### src/rtl/fp32_to_int_seq.sv
// IEEE-754 single fields -> signed INT_W integer, truncating toward zero, one alignment bit per clock.
// Latency 1 for special cases, k+2 on the normal path; result held in DONE until out_ready, in_ready only in IDLE.
module fp32_to_int_seq #(
  parameter int INT_W = 32,
  parameter int BIAS  = 127
) (
  input  logic             clk,
  input  logic             rst,
  input  logic             in_valid,
  output logic             in_ready,
  input  logic             sign_in,
  input  logic [7:0]       exp_in,
  input  logic [22:0]      man_in,
  output logic             out_valid,
  input  logic             out_ready,
  output logic [INT_W-1:0] int_out,
  output logic             overflow,
  output logic             inexact
);

  localparam logic [1:0] S_IDLE  = 2'd0;
  localparam logic [1:0] S_SHIFT = 2'd1;
  localparam logic [1:0] S_SIGN  = 2'd2;
  localparam logic [1:0] S_DONE  = 2'd3;

  localparam logic [9:0] BIAS_W = 10'(BIAS);
  localparam logic [9:0] TOP_E  = 10'(INT_W - 1);
  localparam logic [9:0] MAN_E  = 10'd23;

  localparam logic [INT_W-1:0] MAX_V = {1'b0, {(INT_W-1){1'b1}}};
  localparam logic [INT_W-1:0] MIN_V = {1'b1, {(INT_W-1){1'b0}}};

  logic [1:0]       state_q, state_d;
  logic             sign_q, sign_d;
  logic             left_q, left_d;
  logic [9:0]       cnt_q, cnt_d;
  logic [INT_W:0]   mag_q, mag_d;
  logic [INT_W-1:0] int_q, int_d;
  logic             ovf_q, ovf_d;
  logic             inx_q, inx_d;

  // Unbiased exponent in 10-bit two's complement; bit 9 is the sign.
  logic [9:0] e10;
  logic [9:0] kdiff;
  logic       e_neg;

  assign e10   = {2'b00, exp_in} - BIAS_W;
  assign e_neg = e10[9];
  assign kdiff = (e10 > MAN_E) ? (e10 - MAN_E) : (MAN_E - e10);

  always_comb begin
    state_d = state_q;
    sign_d  = sign_q;
    left_d  = left_q;
    cnt_d   = cnt_q;
    mag_d   = mag_q;
    int_d   = int_q;
    ovf_d   = ovf_q;
    inx_d   = inx_q;
    case (state_q)
      S_IDLE: begin
        if (in_valid) begin
          sign_d = sign_in;
          ovf_d  = 1'b0;
          inx_d  = 1'b0;
          int_d  = '0;
          mag_d  = '0;
          if (exp_in == 8'hFF) begin
            ovf_d   = 1'b1;
            int_d   = sign_in ? MIN_V : MAX_V;
            state_d = S_DONE;
          end else if (exp_in == 8'h00) begin
            inx_d   = |man_in;
            state_d = S_DONE;
          end else if (e_neg) begin
            inx_d   = 1'b1;
            state_d = S_DONE;
          end else if (e10 >= TOP_E) begin
            // -2^(INT_W-1) is exactly representable; everything else up here saturates.
            if (sign_in && (e10 == TOP_E) && (man_in == 23'd0)) begin
              int_d = MIN_V;
            end else begin
              ovf_d = 1'b1;
              int_d = sign_in ? MIN_V : MAX_V;
            end
            state_d = S_DONE;
          end else begin
            mag_d   = {{(INT_W-23){1'b0}}, 1'b1, man_in};
            left_d  = (e10 > MAN_E);
            cnt_d   = kdiff;
            state_d = (kdiff == 10'd0) ? S_SIGN : S_SHIFT;
          end
        end
      end
      S_SHIFT: begin
        if (left_q) begin
          mag_d = mag_q << 1;
        end else begin
          mag_d = mag_q >> 1;
          inx_d = inx_q | mag_q[0];
        end
        cnt_d = cnt_q - 10'd1;
        if (cnt_q == 10'd1) begin
          state_d = S_SIGN;
        end
      end
      S_SIGN: begin
        int_d   = sign_q ? -mag_q[INT_W-1:0] : mag_q[INT_W-1:0];
        state_d = S_DONE;
      end
      default: begin
        if (out_ready) begin
          state_d = S_IDLE;
        end
      end
    endcase
  end

  always_ff @(posedge clk) begin
    if (rst) begin
      state_q <= S_IDLE;
      sign_q  <= 1'b0;
      left_q  <= 1'b0;
      cnt_q   <= '0;
      mag_q   <= '0;
      int_q   <= '0;
      ovf_q   <= 1'b0;
      inx_q   <= 1'b0;
    end else begin
      state_q <= state_d;
      sign_q  <= sign_d;
      left_q  <= left_d;
      cnt_q   <= cnt_d;
      mag_q   <= mag_d;
      int_q   <= int_d;
      ovf_q   <= ovf_d;
      inx_q   <= inx_d;
    end
  end

  assign in_ready  = (state_q == S_IDLE);
  assign out_valid = (state_q == S_DONE);
  assign int_out   = int_q;
  assign overflow  = ovf_q;
  assign inexact   = inx_q;

endmodule

### config.mk
export PLATFORM = sky130hd
export DESIGN_NAME = fp32_to_int_seq
export DESIGN_NICKNAME = d
export VERILOG_FILES = /design/src/rtl/fp32_to_int_seq.sv
export SDC_FILE = /design/constraint.sdc
export NUM_CORES = 1
export LEC_CHECK = 0
export CORE_MARGIN = 2
export CORE_UTILIZATION = 34
export CTS_CLUSTER_DIAMETER = 200
export DETAILED_ROUTE_END_ITERATION = 12
export PLACE_DENSITY = 0.55
export SYNTH_ARGS = -nofsm -noshare
export SYNTH_HDL_FRONTEND = slang
export SYNTH_SLANG_ARGS = --single-unit
### constraint.sdc
create_clock -name clk -period 3 [get_ports clk]
set_input_delay 0.45 -clock clk [delete_from_list [all_inputs] [get_ports clk]]
set_output_delay 0.45 -clock clk [all_outputs]
set_load 0.05 [all_outputs]
==> flow_summary.toml <==
[status]
status = "complete, no violations"

[synth]
synthFlopType = "dfxtp_1"
synth_edf_count = 0
synth_async_sr_flop_share = 0
synth.largest_area_cell = "dfxtp_1"
synth-seq-cells = 81
synthAdderAreaFrac = 0.0304
ys_types = 73
synth.area.mux_share = 0.0736
yosys.area_share.simple = 0.246
ys_seq_area_frac = 0.303
synth_area_leaders = "dfxtp_1 30%, mux2_2 6.5%, nor3_1 6.4%, a21oi_1 5.7%, nor2_1 5.6%"
synth_compound_area_frac = 0.220
synth_top_family_by_area = "simple AND/OR/NAND/NOR gates"
yosysTopAreaCellShare = 0.303
ys.warnings.count = 0
synth_xor_area_frac = 0.0638
syn_nets = 725
synthCells = 676
syn_area_per_cell_sq_um = 7.92
syn_area_sq_mm = 0.00535

[critical_path]
cp-end-kind = "flip-flop"
cp-startpoint = "exp_in[0]"
crit_path_max_fanout = 8
start_kind = "input port"
r2r_cells = 7
r2r_slack_ns = 0.70
worstPathRequired_ns = 3.23
path_class = "input port to flip-flop"
rr_endpoint = "int_out[16]"
endpoint = "state_q[0]"
crit_arrival_ns = 2.93
reg2reg_from = "mag_q[9]"

[clock_network]
cts_tree = "yes"
cts_hold_buf = 0
clockBufferDepth = 2
clkLatencyLatePin_ns = 0.34
ctsResizeCount = 0
clock_sinks = 81
cts_buffers = 9
path_clk_slew_ns = 0.06
htreeDepth = 3
clockRootBuffer = "clkbuf_16"
post_cts_buffers = 0

[power_and_ir_drop]
fin_total_pwr_mw = 6.38
total_leakage_power_nw = 2.43
cellPowerDensity_mw_per_mm2 = 964
ir_drop_uv = 463

[timing]
holdWs_ns = 0.454
rsz0062_at_grt = "false"
setup_viol = 0
fmax_ghz = 0.371
hold_violations = 0
slew_viol_final = 0
post-route-period-util = 0.899
min_period_ns = 2.70
worst_slew_pin_slew_ns = 0.577
tns_ns = 0
clock-skew-final_ns = 0.00566
relSlewSlack = 0.615

[place]
dp.final_hpwl_um = 11000
io_buffers = 71
gp_congestion = 0.862
dpl-instance-area_sq_mm = 0.00633

[worst_hold_path]
hold_class = "flip-flop to flip-flop"

[layout]
fin_util = 0.432
final_cell_mix = "81 x dfxtp_1, 79 x nor2_1, 70 x clkdlybuf4s50_1"
num_antenna_cells = 0
area.sequential_sq_mm = 0.00162
nFillCells = 1560
final_nets = 783
multiInputGateArea_sq_mm = 0.00340
final_common_cell = "dfxtp_1"
drive_above_1_share = 0.144
syn2layout_area_growth_pct = 23.7
postLayoutCellArea_sq_mm = 0.00662

[drt]
drcViolationCount = 0
dr.pass1.iters = 5
routedWlPerCell_um = 16.2
drt-total-wl_um = 15400
ant_nets = 0
dr_total_vias = 5169
avgViaCountPerCell = 5.45
drt_iter0_drc = 323

[floorplan]
die_height_um = 129
die_area_sq_mm = 0.0168
die_x_um = 129
start_util = 0.349
io_pins = 72
coreArea_sq_mm = 0.0153
rows = 45

[global_routing]
antenna_found_initial = 0
grt_max_degree = 58
grt_pass1_vias = 4994
grt_pass1_wl_um = 25300
grt_remaining_overflow = 0
grt_usage = 0.189

[job]
maxCapViolations = 0
[through the flow]
| step | setup slack [ns] | instances |
|---|---|---|
| after detailed placement | -0.0533 | 934 |
| final | 0.303 | 949 |
| after global routing | 0.144 | 949 |
| after CTS | 0.308 | 949 |
| after floorplan | 0.569 | 676 |
| after global placement | 0.0109 | 934 |
[critical path, cell delays in order]
cell	delay, ns
clkdlybuf4s50_1	0.52
buf_4	0.17
inv_1	0.08
ha_1	0.32
nor2b_1	0.22
a31oi_1	0.17
a311oi_1	0.31
nor4_1	0.08
o22ai_1	0.13
nand4_1	0.17
o31a_1	0.31
[worst min path at each step]
stage | cells after the start | start | to
after detailed placement | 2 | mag_q[32] | mag_q[32]
after global placement | 2 | mag_q[32] | mag_q[32]
after floorplan | 2 | mag_q[32] | mag_q[32]
final | 2 | mag_q[32] | mag_q[32]
after CTS | 2 | mag_q[32] | mag_q[32]
after global routing | 2 | mag_q[32] | mag_q[32]
[power by group]
part	switching [mW]	total [mW]	internal, mW
clock network	0.460	1.10	0.641
logic	2.13	3.45	1.32
registers	0.408	1.84	1.43
[synthesized netlist by cell type, types with 3 or more instances]
cell	number
buf_1	3
a31oi_1	4
nand2b_1	5
nor2b_1	4
a211oi_1	7
nor2_1	80
nand3_1	17
or3_1	5
o22ai_1	4
clkbuf_1	34
xnor2_1	31
a21oi_1	61
mux2_2	31
xor2_1	8
buf_2	13
mux2i_1	3
and2_1	4
or4_4	3
a21boi_0	3
o21ai_0	17
inv_1	18
o21a_1	3
a221oi_1	24
dfxtp_1	81
o41ai_2	4
nor3_1	68
o31ai_1	11
nand4_1	3
nand2_1	44
nand3b_1	4
ha_1	13
buf_6	4
o221a_2	3
a22oi_1	4
o21ai_1	3
nor4_1	6
[registers in the layout, summed over array words and instances (netlist names)]
register and count:
cnt_q 10, inexact 1, int_out 32, left_q 1, mag_q 33, overflow 1, sign_q 1, state_q 2
[routing by layer]
metal	track usage	vias to the layer above	wire (um)	share of wire
met5	0	-	0	0
met4	0.0569	0	288	0.019
met3	0.0392	20	681	0.044
met2	0.328	117	7400	0.48
met1	0.236	2461	6980	0.45
li1	-	2571	-	-
[layout make-up]
cell class,count,area share
clock inverter,5,0.00851
clock buffer,10,0.0346
inverter,18,0.0102
timing repair buffer,104,0.148
multi-input combinational,520,0.514
tap,211,0.0399
sequential,81,0.245
[kinds of logic after synthesis]
family	count (synthesis)
AO/OA/AOI/OAI	170
AND/OR/NAND/NOR	263
XOR/XNOR	39
adder cells (fa/ha/maj)	13
flip-flops	81
buffers and inverters	75
multiplexers	35
(Power assumes the default switching activity.)
==> patch, RTL diff (same flow settings) <==
`INT_W`: 32 -> 64.
--- a/src/rtl/fp32_to_int_seq.sv
+++ b/src/rtl/fp32_to_int_seq.sv
@@ -1,7 +1,7 @@
 // IEEE-754 single fields -> signed INT_W integer, truncating toward zero, one alignment bit per clock.
 // Latency 1 for special cases, k+2 on the normal path; result held in DONE until out_ready, in_ready only in IDLE.
 module fp32_to_int_seq #(
-  parameter int INT_W = 32,
+  parameter int INT_W = 64,
   parameter int BIAS  = 127
 ) (
   input  logic             clk,
Interface: changed (resized int_out); port bits go from 72 to 104. No check against the original RTL was run, so the function may have changed too.
==> patch against the unedited design <==
  * Sequential cell count rose by 64
  * Synthesized area rose by 66%
  * Via count rose by 59%
  * Core utilization rose by 0.77 points
  * Worst setup slack got worse by 0.16 ns
  * Register-to-register slack got worse by 0.37 ns
  * Worst hold slack improved by 0.0019 ns
  * Critical path type unchanged
  * Wire length rose by 62%
  * Critical path depth did not move
  * Clock power rose by 100%
  * Power rose by 65%
  * Final area rose by 72%
  * Maximum frequency fell by 5.5%
==> patch: results (changes against the unedited design) <==
status: "completed"  # unchanged
instances_no_fill: 1554  # was 949
place_ws_ns: -0.539  # was -0.0533 ns
synthXorXnorAreaFrac: 0.0670  # was 0.0638
path_max_fanout: 10  # was 8
largest_register_ffs: 65  # was 33
synth_area_leaders: "dfxtp_1 33%, mux2_2 8.0%, a21oi_1 6.6%"  # was dfxtp_1 30%, mux2_2 6.5%, nor3_1 6.4%
critical_path_arrival_ns: 3.17  # was 2.93 ns
yosysSeqAreaShare: 0.326  # was 0.303
numPortBuffers: 103  # was 71
cts.sinks: 145  # was 81
ir_worst_vdd_v: 0.000480  # was 0.000463 V
synth_common_cells: "145 x dfxtp_1, 118 x a21oi_1, 111 x nor2_1, 85 x nor3_1, 81 x nand2_1"  # was 81 x dfxtp_1, 80 x nor2_1, 68 x nor3_1, 61 x a21oi_1, 44 x nand2_1
power_density_nw_per_um2: 924  # was 964 nW/um^2
seq_share: 0.256  # was 0.245
p_leak_nw: 4.23  # was 2.43 nW
p_seq_frac: 0.268  # was 0.288
clk_latency_ns: 0.42  # was 0.34 ns
hold_start: "mag_q[64]$_SDFFE_PP0P_"  # was mag_q[32]$_SDFFE_PP0P_
p_int_mw: 5.76  # was 3.39 mW
wl_met1_mm: 12.1  # was 6.98 mm
gp_congestion: 0.819  # was 0.862
numCtsBuffers: 17  # was 9
tightestPinTransition_ns: 0.705  # was 0.577 ns
multi_input_area_share: 0.489  # was 0.514
clk_share: 0.0546  # was 0.0431
syn_avg_cell_area_um2: 8.11  # was 7.92 um^2
-- patch: cell count changes after synthesis, moves of 37 or more --
cell and change:
a21oi_1 +57, clkbuf_1 +39, dfxtp_1 +64, nand2_1 +37
nand3_1 +37
-- patch: path summary, 6_finish.rpt --
check / endpoint / slack, ns / cells after the start
setup reg to reg: int_out[50]$_SDFFE_PP0P_ / 0.33 / 7
setup / recovery: cnt_q[3]$_SDFFE_PP0P_ / 0.15 / 11
hold / removal: mag_q[64]$_SDFFE_PP0P_ / 0.46 / 2
hold reg to reg: mag_q[64]$_SDFFE_PP0P_ / 0.46 / 2
-- patch: what timing repair did --
item / 4_1_cts / 5_1_grt
buffers inserted: 0 / 1
setup endpoints to repair: 2 / 26
gates resized for setup: 1 / 5
pin swaps: 0 / 1
-- patch: critical path: cells and delay by family --
kind	cells	cell delay, ns
compound gates	4	0.92
simple gates	3	0.70
buf+inv	3	0.88
fa+ha+maj	1	0.23
